File: src/rtl/alu_pkg.sv
// Shared ALU definitions: shift-kind encodings and the shift sequencer state type.
package alu_pkg;

    // ALUfun shift encodings; bit 1 alone selects the arithmetic right shift
    localparam logic [1:0] SH_SLL = 2'b00;
    localparam logic [1:0] SH_SRL = 2'b01;
    localparam logic [1:0] SH_SRA = 2'b11;

    typedef enum logic [1:0] {
        IDLE   = 2'b00,
        SHIFT2 = 2'b01,
        SHIFT1 = 2'b10,
        DONE   = 2'b11
    } shseq_state_t;

endpackage

File: src/rtl/shift_seq_step.sv
// One combinational shift step of 1 or 2 bit positions for SLL / SRL / SRA.
module shift_step
    import alu_pkg::*;
(
    input  logic [31:0] d,
    input  logic        two,
    input  logic [1:0]  ALUfun,
    output logic [31:0] q
);

    // SRA when bit 1 is set (10 and 11 both), otherwise SRL / SLL by bit 0
    always_comb begin
        q = d;
        if (ALUfun[1]) begin
            q = two ? {{2{d[31]}}, d[31:2]} : {d[31], d[31:1]};
        end else if (ALUfun == SH_SRL) begin
            q = two ? {2'b00, d[31:2]} : {1'b0, d[31:1]};
        end else begin
            q = two ? {d[29:0], 2'b00} : {d[30:0], 1'b0};
        end
    end

endmodule

File: src/rtl/shift_seq.sv
// Multi-cycle shift sequencer: repeats a 2-bit step shamt[4:1] times, then a
// 1-bit step if shamt is odd, and pulses done with the result held in y.
module shift_seq
    import alu_pkg::*;
#(
    parameter int WIDTH = 32,
    parameter int SHW   = 5
) (
    input  logic             clk,
    input  logic             rst_n,
    input  logic             start,
    input  logic [WIDTH-1:0] B,
    input  logic [SHW-1:0]   shamt,
    input  logic [1:0]       ALUfun,
    output logic             busy,
    output logic             done,
    output logic [WIDTH-1:0] y
);

    localparam int CNTW = SHW - 1;

    shseq_state_t    r_state;
    shseq_state_t    w_next;
    logic [WIDTH-1:0] r_y;
    logic [CNTW-1:0]  r_cnt;
    logic             r_odd;
    logic [1:0]       r_fun;
    logic [WIDTH-1:0] w_step;
    logic             w_two;
    logic             w_accept;

    assign w_accept = (r_state == IDLE) && start;
    assign w_two    = (r_state == SHIFT2);

    shift_step u_step (
        .d      (r_y),
        .two    (w_two),
        .ALUfun (r_fun),
        .q      (w_step)
    );

    // State register
    always_ff @(posedge clk or negedge rst_n) begin
        if (!rst_n) r_state <= IDLE;
        else        r_state <= w_next;
    end

    // Next-state decode; IDLE looks at shamt directly since cnt/odd load on the same edge
    always_comb begin
        w_next = r_state;
        case (r_state)
            IDLE: begin
                if (start) begin
                    if (shamt[SHW-1:1] != '0) w_next = SHIFT2;
                    else if (shamt[0])        w_next = SHIFT1;
                    else                      w_next = DONE;
                end
            end
            SHIFT2: begin
                if (r_cnt <= CNTW'(1)) w_next = r_odd ? SHIFT1 : DONE;
            end
            SHIFT1:  w_next = DONE;
            DONE:    w_next = IDLE;
            default: w_next = IDLE;
        endcase
    end

    // Working register, step counter and latched operands
    always_ff @(posedge clk or negedge rst_n) begin
        if (!rst_n) begin
            r_y   <= '0;
            r_cnt <= '0;
            r_odd <= 1'b0;
            r_fun <= SH_SLL;
        end else if (w_accept) begin
            r_y   <= B;
            r_cnt <= shamt[SHW-1:1];
            r_odd <= shamt[0];
            r_fun <= ALUfun;
        end else if (r_state == SHIFT2) begin
            r_y <= w_step;
            if (r_cnt != '0) r_cnt <= r_cnt - CNTW'(1);
        end else if (r_state == SHIFT1) begin
            r_y <= w_step;
        end
    end

    // Outputs decoded from the state register only
    assign busy = (r_state != IDLE);
    assign done = (r_state == DONE);
    assign y    = r_y;

endmodule

File: config.mk
export PLATFORM = sky130hd
export DESIGN_NAME = shift_seq
export DESIGN_NICKNAME = d
export VERILOG_FILES = /design/src/rtl/alu_pkg.sv /design/src/rtl/shift_seq_step.sv /design/src/rtl/shift_seq.sv
export SDC_FILE = /design/constraint.sdc
export NUM_CORES = 1
export LEC_CHECK = 0
export ABC_CLOCK_PERIOD_IN_PS = 2250
export BUFFER_PORTS_ARGS = -buffer_cell sky130_fd_sc_hd__buf_2
export CORE_ASPECT_RATIO = 1.25
export CORE_UTILIZATION = 40
export CTS_CLUSTER_DIAMETER = 100
export DETAILED_ROUTE_END_ITERATION = 8
export GPL_TIMING_DRIVEN = 0
export HOLD_SLACK_MARGIN = 0.06
export SETUP_SLACK_MARGIN = 0.05
export SYNTH_ARGS = -nofsm -noshare
export SYNTH_HDL_FRONTEND = slang
export SYNTH_SLANG_ARGS = --single-unit
File: constraint.sdc
create_clock -name clk -period 2.25 [get_ports clk]
set_clock_uncertainty 0.1 [all_clocks]
set_input_delay 0.45 -clock clk [delete_from_list [all_inputs] [get_ports clk]]
set_output_delay 0.45 -clock clk [all_outputs]
set_load 0.02 [all_outputs]
== Yosys cells after proc, flatten, opt, wreduce, memory -nomap -nowiden ==
Cells that the tools add are included.

* Add/sub/neg operators: 1
* $mul: 0
* Div/mod/pow operators: 0
* Magnitude comparators: 1
* Equality and inequality tests: 6
* Shift operators: 0
* Multiplexer cells: 17
* Bitwise operators: 0
* Reduce and logical (&&, ||, !) cells: 10

{| class="wikitable"
|+ Operator list
! kind !! number
|-
| 2-to-1 mux 32 bit || 6
|-
| 2-to-1 mux 31 bit || 1
|-
| 2-to-1 mux 30 bit || 1
|-
| 2-to-1 mux 4 bit || 3
|-
| case mux 2 bit (4 select lines) || 1
|-
| nonzero test 4 bit || 2
|-
| 2-to-1 mux 2 bit || 3
|-
| nonzero test 2 bit || 3
|-
| equality test 2 x 1 -> 1 bit, second input constant || 2
|-
| equality test 2 bit, second input constant || 2
|-
| <= comparator 4 x 1 -> 1 bit, second input constant || 1
|-
| inequality test 2 bit, second input constant || 2
|-
| AND reduction 2 bit || 2
|-
| subtractor 4 x 1 -> 4 bit, second input constant || 1
|-
| nonzero test 3 bit || 1
|-
| logical NOT 2 bit || 1
|-
| 2-to-1 mux 1 bit || 2
|-
| logical AND 1 bit || 1
|}

* Register bits: 41
* Latch bits: 0
* RAM bits: 0
* Memory bits (read-only): 0
* Input bits: 42
* Output and inout port bits: 34
* Memories: 0

== Logic depth before layout (Yosys ltp) ==
* Depth in word-level cells: 7
* Gate-level depth with buffers: 8
* Mapped depth without buffers: 6

== By module ==
Synthesis repeated with hierarchy kept, for this count alone.

* Cell total of the unflattened synthesis: 241
* Area, all modules: 2797.7 sq um

{| class="wikitable"
|+ By module, submodules not included
! module !! instances !! cells each !! area each (sq um) !! seq. area each (sq um)
|-
| shift_seq || 1 || 192 || 2001.9 || 1026.0
|-
| shift_step || 1 || 49 || 795.8 || 0.0
|}

== Worst setup path before layout ==
No wires, ideal clock.

* Kind: reg-to-reg
* Start: register r_state[1]
* End: register r_y[8], in the netlist y[8]
* Library setup time: 0.125 ns
* Arrival: 1.499 ns
* Setup slack: 0.526 ns
* Cell stages (with the launch flop): 7
* Path buffers: 1
* Clock period less this slack: 1.724 ns
* Path through: dfrtp_1 > inv_1 > ha_1 > buf_2 > mux2_2 > o221ai_1 > o21ai_1

* Cells in the longest elaborated chain, start to end: 7
* Elaborated cells on any way between the ends: 13
* Those cells by class: eq/ne (2); mux (8); reduce/logical (3)

{| class="wikitable"
|+ Ends and longest elaborated chain
! element !! line !! source
|-
| start, declared || shift_seq.sv:22 || <nowiki>shseq_state_t r_state;</nowiki>
|-
| start signal, assigned || shift_seq.sv:45 || <nowiki>else r_state <= w_next;</nowiki>
|-
| equality test 2 x 1 -> 1 bit || shift_seq.sv:33, shift_seq.sv:80 ||
|-
| 2-to-1 mux 32 bit or 2-to-1 mux 31 bit (tied branches) || shift_seq_step.sv:19, shift_seq_step.sv:17 ||
|-
| 2-to-1 mux 32 bit || shift_seq_step.sv:16 || <nowiki>end else if (ALUfun == SH_SRL) begin</nowiki>
|-
| 2-to-1 mux 32 bit || shift_seq_step.sv:14 || <nowiki>if (ALUfun[1]) begin</nowiki>
|-
| 2-to-1 mux 32 bit || shift_seq.sv:83 || <nowiki>end else if (r_state == SHIFT1) begin</nowiki>
|-
| 2-to-1 mux 32 bit || shift_seq.sv:80 || <nowiki>end else if (r_state == SHIFT2) begin</nowiki>
|-
| 2-to-1 mux 32 bit || shift_seq.sv:75 || <nowiki>end else if (w_accept) begin</nowiki>
|-
| end signal, assigned || shift_seq.sv:81 || <nowiki>r_y <= w_step;</nowiki>
|-
| end signal, assigned || shift_seq.sv:84 || <nowiki>r_y <= w_step;</nowiki>
|-
| end, declared || shift_seq.sv:24 || <nowiki>logic [WIDTH-1:0] r_y;</nowiki>
|}

Parallel ways exist; a longest one is shown, timed or not. The select of a mux whose other input is x is not followed.
A chain may end at the register's enable or synchronous reset.

== Final worst setup path ==
* Start: register r_state[1]
* End: register r_y[9], in the netlist y[9]

Same word-level chain as after synthesis.

==> qor.csv <==
stage,metric,value,unit
timing,worst-margin pin slew,0.967,ns
logic_synthesis,most frequent cell after synthesis,nand2_1,
worst_setup_path,crit path buf inv count,2,
detailed_routing,initial drt markers,70,
worst_setup_path,Startpoint Class,flip-flop,
global_route,largest net degree at the start of global routing,42,
worst_setup_path,WS Path Type,flip-flop to flip-flop,
detailed_routing,Residual DRC,0,
floorplan,core area,7360,µm²
timing,Tmin final,2.00,ns
power,Peak VDD IR,0.809,mV
cells_and_area,Final Core Density,0.493,
hold_path,Hold WC Path Type,input pin to async pin,
cts,root buffer cell,clkbuf_8,
cts,clk slew on worst S/H paths,0.08,ns
timing,final setup fails,0,
floorplan,Initial Util,0.413,
timing,RSZ-0062 raised after global routing,no,
timing,Slew Limit Headroom,0.355,
logic_synthesis,"Avg Cell Area, Syn",9.73,µm²
cts,"Clk Latency, worst-skew pair",0.30,ns
global_route,initial antenna violation count,0,
worst_setup_path,FF-to-FF End,y[9]$_DFFE_PN0P_,
detailed_routing,via/cell ratio,5.63,
cts,post-CTS setup buffer count,0,
cells_and_area,Layout Nets,444,
worst_setup_path,worst setup path start,r_state[1]$_DFFE_PN0P_,
placement,post-detail-place hpwl,5.77,mm
worst_setup_path,FF-to-FF path depth,6,
floorplan,die area,7940,µm²
global_route,total gr overflow,0,
logic_synthesis,synth cell count leaders,"42 x nand2_1, 41 x dfrtp_1, 33 x o21ai_1",
floorplan,IO Pins,76,
floorplan,DIE WIDTH,79.9,µm
cells_and_area,Multi-input gate area,1820,µm²
cells_and_area,Filler cells,749,
worst_setup_path,CP endpoint kind,flip-flop,
detailed_routing,antenna-violating nets left,0,
detailed_routing,vias,2741,
worst_setup_path,Crit Path Max Fanout,10,
timing,Final period util,0.888,
logic_synthesis,Synth area leaders,"dfrtp_1 34%, o221ai_2 9.9%, a211oi_1 7.2%",
worst_setup_path,reg2reg setup slack,0.25,ns
timing,Hold Fails Final Rpt,0,
global_route,first-pass GRT wire length,13.2,mm
outcome,status,"finished, final reports clean",
cts,Num CTS Buffers,5,
floorplan,die height,99.4,µm
logic_synthesis,Synth Instances,312,
timing,fmax,500,MHz
cts,clock sinks,41,
worst_setup_path,critical path endpoint,y[9]$_DFFE_PN0P_,
floorplan,Std-Cell Rows,35,
logic_synthesis,Most used DFF post-synth,dfrtp_1,
logic_synthesis,synthesized cell area,3040,µm²
placement,"Cell Area, Placed",3530,µm²
cells_and_area,"Design Area, Final",3630,µm²
cts,post-cts sizing count,0,
cells_and_area,ANT cells,0,
cts,TritonCTS clock tree,built,
power,power density of the placed cells,1890,nW/µm²
worst_setup_path,CP Data Required Time,2.33,ns
logic_synthesis,Post-synth ARST share,1.00,
logic_synthesis,post-synthesis sequential area ratio,0.338,
cells_and_area,share of cells above drive strength 1,0.380,
power,overall power,0.00684,W
worst_setup_path,RR Startpoint,r_state[1]$_DFFE_PN0P_,
power,Lkg Pwr,1.54,nW
global_route,vias in the first global route,2735,
cts,H-tree Lvls,2,
global_route,GRT Util Overall,0.211,
job,Max Cap Viol,0,
worst_setup_path,Levels on crit path,6,
detailed_routing,Post-Route WL,8.01,mm
timing,fin. max-slew vios,0,
logic_synthesis,#FFs+latches synth,41,
logic_synthesis,Synth Net Count,362,
worst_setup_path,Critical Path AT,2.08,ns
cells_and_area,Area Growth Syn to Fin,19.5,%
logic_synthesis,yosys warns,0,
logic_synthesis,post-synth top area cell,dfrtp_1,
cts,"Hold-fix buffers, CTS",0,
logic_synthesis,share of the synthesized area in the top cell type,0.338,
logic_synthesis,count of unique library cells instantiated by Yosys,37,
timing,setup TNS,0,ns
worst_setup_path,CP max stage delay,0.41,ns
worst_setup_path,Top Family by Delay on Critical Path,buffers and inverters,
detailed_routing,post-DR wirelength/cell,16.4,µm
worst_setup_path,Slowest cell on crit path,dfrtp_1,
placement,routability cong.,0.794,
placement,IO buf count,75,
worst_setup_path,ordered cell list for the critical path,inv_1 > ha_1 > buf_2 > mux2_2 > o221ai_1 > o21ai_1,
logic_synthesis,number of synthesized flops with an enable pin,0,
cells_and_area,Sequential Area,1030,µm²
cts,CTS Buffer Depth,2,
detailed_routing,DRT Pass-1 Iters,4,
==> through the flow <==
stage / hold WS, ns / setup WS [ns] / cells
after floorplan: 0.0544 / 0.526 / 312
after global placement: 0.421 / 0.285 / 479
after detailed placement: 0.445 / 0.262 / 479
after CTS: 0.236 / 0.223 / 487
after global routing: 0.263 / 0.0660 / 487
final: 0.208 / 0.252 / 487
==> report_power, final <==
part,internal [W],switching (W)
logic,0.00203,0.00262
registers,0.00115,0.000503
clock network,0.000278,0.000265
total,0.00345,0.00339
==> cells in the final DEF, fill, tap and decap left out, drive strengths merged, types with 4 or more instances in the layout <==
cell type	n
buf	97
nand2	43
dfrtp	41
o21ai	36
mux2	30
nor2b	29
a211oi	29
o221ai	28
clkbuf	12
ha	8
mux2i	7
inv	6
nor2	6
a21oi	4
==> worst min path at each step <==
stage                      startpoint                   end  slack (ns)  cells past startpoint
finish                          rst_n     y[17]$_DFFE_PN0P_        0.21                      1
global route                ALUfun[1]  r_fun[1]$_DFFE_PN0P_        0.26                      3
CTS                             rst_n     r_odd$_DFFE_PN0P_        0.24                      1
detailed placement  r_odd$_DFFE_PN0P_     r_odd$_DFFE_PN0P_        0.44                      2
global placement    r_odd$_DFFE_PN0P_     r_odd$_DFFE_PN0P_        0.42                      2
floorplan                       rst_n  r_cnt[0]$_DFFE_PN0P_        0.05                      0
==> cell type report <==
| class | instances | share of cell area |
|---|---|---|
| Multi-Input combinational cell | 238 | 0.502 |
| Sequential cell | 41 | 0.283 |
| Timing Repair Buffer | 75 | 0.103 |
| Buffer | 27 | 0.0455 |
| Tap cell | 92 | 0.0317 |
| Clock buffer | 7 | 0.0266 |
| Inverter | 6 | 0.00621 |
| Clock inverter | 1 | 0.00138 |
==> registers in the layout (all words and copies together), names as in the netlist <==
register and flops:
r_odd 1, r_cnt 4, y 32, r_state 2, r_fun 2
==> cell families after synthesis <==
group,after synthesis,synth area share
DFF,41,0.338
xor gates and xnor gates,1,0.00289
buffers and inverters,33,0.0618
muxes,37,0.134
AOI/OAI and AO/OA,105,0.283
adders and majority gates,8,0.0330
and+or+nand+nor,87,0.147
==> routing by layer <==
| layer | global-route usage | part of all wire | vias up |
|---|---|---|---|
| met5 | 0 | 0 | - |
| met4 | 0.0714 | 0.021 | 0 |
| met3 | 0.0266 | 0.031 | 13 |
| met2 | 0.371 | 0.50 | 56 |
| met1 | 0.265 | 0.44 | 1336 |
| li1 | - | - | 1336 |
Power figures use the tool's default switching activity.
